<file path="config.mk">
export PLATFORM = sky130hd
export DESIGN_NAME = mem_request_unit
export DESIGN_NICKNAME = d
export VERILOG_FILES = /design/src/rtl/mem_request_unit.sv
export SDC_FILE = /design/constraint.sdc
export NUM_CORES = 1
export LEC_CHECK = 0
export ABC_AREA = 1
export BUFFER_PORTS_ARGS = -buffer_cell sky130_fd_sc_hd__buf_2
export CORE_MARGIN = 5
export CORE_UTILIZATION = 44
export CTS_CLUSTER_DIAMETER = 100
export DETAILED_ROUTE_END_ITERATION = 16
export PLACE_DENSITY = 0.81
export SETUP_SLACK_MARGIN = 0.2
export SYNTH_ARGS = -nofsm -noshare
export SYNTH_HDL_FRONTEND = slang
export SYNTH_SLANG_ARGS = --single-unit
</file>
<file path="constraint.sdc">
create_clock -name clock -period 3.4 [get_ports clock]
set_input_delay 0.85 -clock clock [delete_from_list [all_inputs] [get_ports clock]]
set_output_delay 0.85 -clock clock [all_outputs]
set_load 0.01 [all_outputs]
</file>
<file path="src/rtl/mem_request_unit.sv">
// mem_request_unit: CPU-side initiator for memory_control.
// Arbitrates instruction fetch against load/store with alternating priority,
// issues stores in a single cycle from IDLE, and runs reads through
// RD_ADDR/RD_WAIT with a bounded wait for read_valid before a bus_error abort.
module mem_request_unit #(
  parameter int TIMEOUT = 16,
  parameter int CW      = 5
) (
  input  logic        clock,
  input  logic        reset,
  input  logic        if_req_valid,
  output logic        if_req_ready,
  input  logic [15:0] if_addr,
  output logic        if_resp_valid,
  output logic [15:0] if_resp_data,
  input  logic        ls_req_valid,
  output logic        ls_req_ready,
  input  logic        ls_req_write,
  input  logic [15:0] ls_addr,
  input  logic [15:0] ls_wdata,
  output logic        ls_resp_valid,
  output logic [15:0] ls_resp_data,
  output logic        bus_error,
  output logic [15:0] read_address,
  output logic [15:0] write_address,
  output logic [15:0] write_data,
  output logic        write_enable,
  input  logic [15:0] read_data,
  input  logic        read_valid
);

  typedef enum logic [1:0] {IDLE, RD_ADDR, RD_WAIT} state_t;

  state_t        state;
  logic          last_grant;   // 0 = fetch, 1 = load/store
  logic          rd_is_ls;     // owner of the read in flight
  logic [CW-1:0] wait_cnt;
  logic          grant_if;
  logic          grant_ls;
  logic          rd_timeout;

  // Grant selection: only in IDLE, alternating when both clients request
  always_comb begin
    grant_if = 1'b0;
    grant_ls = 1'b0;
    if (!reset && state == IDLE) begin
      if (if_req_valid && ls_req_valid) begin
        if (last_grant) grant_if = 1'b1;
        else            grant_ls = 1'b1;
      end else begin
        grant_if = if_req_valid;
        grant_ls = ls_req_valid;
      end
    end
  end

  assign if_req_ready = grant_if;
  assign ls_req_ready = grant_ls;
  assign rd_timeout   = (state == RD_WAIT) && !read_valid &&
                        (wait_cnt == CW'(TIMEOUT - 1));

  // Request sequencing, memory-side drive and client responses
  always_ff @(posedge clock or posedge reset) begin
    if (reset) begin
      state         <= IDLE;
      last_grant    <= 1'b0;
      rd_is_ls      <= 1'b0;
      wait_cnt      <= '0;
      if_resp_valid <= 1'b0;
      if_resp_data  <= '0;
      ls_resp_valid <= 1'b0;
      ls_resp_data  <= '0;
      bus_error     <= 1'b0;
      read_address  <= '0;
      write_address <= '0;
      write_data    <= '0;
      write_enable  <= 1'b0;
    end else begin
      if_resp_valid <= 1'b0;
      ls_resp_valid <= 1'b0;
      bus_error     <= 1'b0;
      write_enable  <= 1'b0;
      case (state)
        IDLE: begin
          if (grant_if) begin
            last_grant   <= 1'b0;
            rd_is_ls     <= 1'b0;
            read_address <= if_addr;
            state        <= RD_ADDR;
          end else if (grant_ls) begin
            last_grant <= 1'b1;
            if (ls_req_write) begin
              write_enable  <= 1'b1;
              write_address <= ls_addr;
              write_data    <= ls_wdata;
              ls_resp_valid <= 1'b1;
              ls_resp_data  <= '0;
              bus_error     <= (ls_addr[15:14] != 2'b10);
            end else begin
              rd_is_ls     <= 1'b1;
              read_address <= ls_addr;
              state        <= RD_ADDR;
            end
          end
        end
        RD_ADDR: begin
          wait_cnt <= '0;
          state    <= RD_WAIT;
        end
        RD_WAIT: begin
          if (read_valid || rd_timeout) begin
            if (rd_is_ls) begin
              ls_resp_valid <= 1'b1;
              ls_resp_data  <= read_valid ? read_data : '0;
            end else begin
              if_resp_valid <= 1'b1;
              if_resp_data  <= read_valid ? read_data : '0;
            end
            bus_error <= !read_valid;
            wait_cnt  <= '0;
            state     <= IDLE;
          end else if (wait_cnt != '1) begin
            wait_cnt <= wait_cnt + 1'b1;
          end
        end
        default: state <= IDLE;
      endcase
    end
  end

endmodule

</file>
==> impl_metrics.py <==
metrics = {
    "timing": {
        "tightest_slew_ns": 0.892,
        "hold_viol_final": 0,
        "skew_ns": 0.00960,
        "rsz0062_at_grt": "false",
        "tns_ns": 0,
        "min_period_over_period_pct": 82.1,
        "setup_viol_count_final": 0,
        "min_period_ns": 2.79,
        "slew_viol_final": 0,
        "relSlewSlack_pct": 40.4,
        "fmax_ghz": 0.358,
    },
    "floorplan": {
        "die_area_sq_mm": 0.0115,
        "die_y_microns": 107,
        "rows": 35,
        "fp.coreArea_sq_mm": 0.00920,
        "start_util_pct": 45.1,
        "io_pins": 156,
        "fp.dieW_microns": 107,
    },
    "clock_network": {
        "clk_latency_ns": 0.35,
        "cts.hold.buffers_added": 0,
        "cts_tree": "yes",
        "clock-sinks": 93,
        "ctsLongestPathBuffers": 2,
        "root_buffer": "clkbuf_8",
        "cts_post_setup_buffers_inserted": 0,
        "cts_resized": 0,
        "path_clk_slew_ns": 0.10,
        "cts_buffers": 9,
        "h-tree-depth": 3,
    },
    "power": {
        "power_frac_comb_pct": 40.3,
        "swShare_pct": 41.0,
        "power.share.clock_pct": 17.5,
        "leakagePower_nw": 3.00,
        "power_mw": 4.31,
        "ir_worst_vdd_uv": 307,
        "seq_power_share_pct": 42.2,
        "internal_power_mw": 2.54,
        "p_sw_mw": 1.77,
        "powerDensity_mw_per_mm2": 832,
    },
    "worst_setup_path": {
        "arrival_ns": 1.94,
        "crit_required_ns": 2.55,
        "critPathMaxFanout": 17,
        "worstSetupPathType": "reg -> out",
        "startpoint_type": "flop",
        "endpoint_kind": "output port",
    },
    "routing": {
        "firstDrtPassIters": 4,
        "wl_mm": 11.2,
        "wl_per_cell_microns": 14.9,
        "viasPerCell": 5.00,
        "drt_iter0_markers": 261,
        "ant_nets": 0,
        "vias": 3753,
        "drc": 0,
    },
    "synthesis": {
        "ys.flop_type": "dfrtp_1",
        "synth_seq_area_share_pct": 56.1,
        "synth_top_area_share_pct": 56.1,
        "syn_area_per_cell_sq_um": 8.61,
        "yosys.area.top_type": "dfrtp_1",
        "synth.distinct_cells": 23,
        "synth.ff_latch_count": 93,
        "ys_top_cells_by_area": "dfrtp_1 56%, nand2_1 22%, o21ai_0 4.7%",
        "synthArstFlopShare_pct": 100,
        "synth_edf_count": 0,
        "synth.most_common_cell": "nand2_1",
        "syn_nets": 559,
        "ys_warn_count": 0,
        "syn_inst": 482,
        "ys_top_cells_by_count": "243 x nand2_1, 93 x dfrtp_1, 39 x o21ai_0",
        "syn-cell-area_sq_mm": 0.00415,
    },
    "run_status": {
        "status": "completed",
    },
    "global_routing": {
        "grt-ovfl-total": 0,
        "grt_max_degree": 43,
        "grt_usage_pct": 19.9,
        "first_global_vias": 3955,
        "antenna_found_initial": 0,
        "grt_pass1_wl_mm": 18.5,
    },
    "layout": {
        "diodes": 0,
        "syn_to_final_growth_pct": 25.0,
        "fin_nets": 711,
        "drive_gt1_share_pct": 29.7,
        "nFillCells": 847,
    },
    "worst_hold_path": {
        "min_path_type": "reg -> reg",
    },
    "placement": {
        "gp_congestion": 0.819,
        "dp_hpwl_mm": 8.08,
        "io_buffer_count": 155,
    },
    "run": {
        "drv_cap": 0,
    },
}
sequential cells by signal, summed over array words and instances (netlist names), 2 cells and up:
name           flops
write_data        16
ls_resp_data      16
state              2
write_address     16
if_resp_data      16
read_address      16
wait_cnt           5
power by group through the flow:
stage / combinational, mW / clock [mW] / sequential (mW)
after global placement: 1.71 / 0 / 1.81
after CTS: 1.77 / 0.771 / 1.82
after floorplan: 0.831 / 0 / 2.03
final: 1.74 / 0.754 / 1.82
after global routing: 1.96 / 0.820 / 1.87
after detailed placement: 1.77 / 0 / 1.84
critical path, cell delays in order, from the launching register on:
cell and delay (ns):
dfrtp_1 0.42, inv_1 0.11, ha_1 0.26, inv_2 0.10, nor2_8 0.14, nand3_4 0.08
inv_2 0.26, buf_2 0.20
cells by family (layout without fill, tap and decap cells):
kind of cell               after synthesis  after routing  synth area share, %
and+or+nand+nor                        297            297                 31.1
DFF                                     93             93                 56.1
xor gates and xnor gates                 1              1                0.211
adders and majority gates                7              7                 2.11
buffers and inverters                   40            197                 5.13
AOI/OAI and AO/OA                       44             44                 5.40
final cells by class:
cell class | instances | area (sq um) | area share, %
Clock inverter | 7 | 73.8 | 1.42
Tap cell | 111 | 139 | 2.68
Sequential cell | 93 | 2330 | 44.9
Clock buffer | 9 | 124 | 2.39
Inverter | 20 | 78.8 | 1.52
Multi-Input combinational cell | 349 | 1610 | 31.0
Timing Repair Buffer | 161 | 833 | 16.1
through the flow:
| stage | hold WS, ns | area (sq um) | setup WS (ns) | util, % | instances |
|---|---|---|---|---|---|
| 2_1_floorplan | 0.467 | 4150 | 1.18 | - | 482 |
| 3_3_place_gp | 0.451 | 4990 | 0.858 | 54.2 | 734 |
| 3_5_place_dp | 0.455 | 4990 | 0.839 | 54.2 | 734 |
| 4_1_cts | 0.479 | 5180 | 0.605 | 56.4 | 750 |
| 5_1_grt | 0.499 | 5180 | 0.490 | 56.4 | 750 |
| 6_report | 0.474 | 5180 | 0.607 | 56.4 | 750 |
metal layers:
metal	GRT usage, %	wire [microns]
met1	23.7	4740
met2	34.9	5430
met3	5.06	838
met4	6.94	202
met5	0	0
cell usage in the layout (no fill, tap or decap), types with 2 or more instances in the layout:
cell type	synthesis	layout
nand2_1	243	243
buf_2	5	155
dfrtp_1	93	93
o21ai_0	39	39
nand3_1	21	21
inv_1	17	16
nand3b_1	16	16
clkbuf_8	0	9
nor2_1	7	7
ha_1	7	7
buf_4	5	5
inv_2	3	3
nand2_2	3	3
a21oi_1	3	3
nand3_4	2	2
nor2_4	2	2
clkinvlp_4	0	2
inv_6	0	2
clkinv_2	0	2
worst paths after layout:
| kind | start | to | slack (ns) | cells after the start |
|---|---|---|---|---|
| max reg2reg | wait_cnt[0] | ls_resp_data[0] | 1.25 | 12 |
| min reg2reg | write_address[0] | write_address[0] | 0.47 | 2 |
| max in group asynchronous | reset | write_data[8] | 1.99 | 3 |
| max | state[1] | if_req_ready | 0.61 | 7 |
| min in group asynchronous | reset | write_address[15] | 0.70 | 2 |
| min | write_address[0] | write_address[0] | 0.47 | 2 |
No activity file was read; power rests on OpenSTA's default activity.
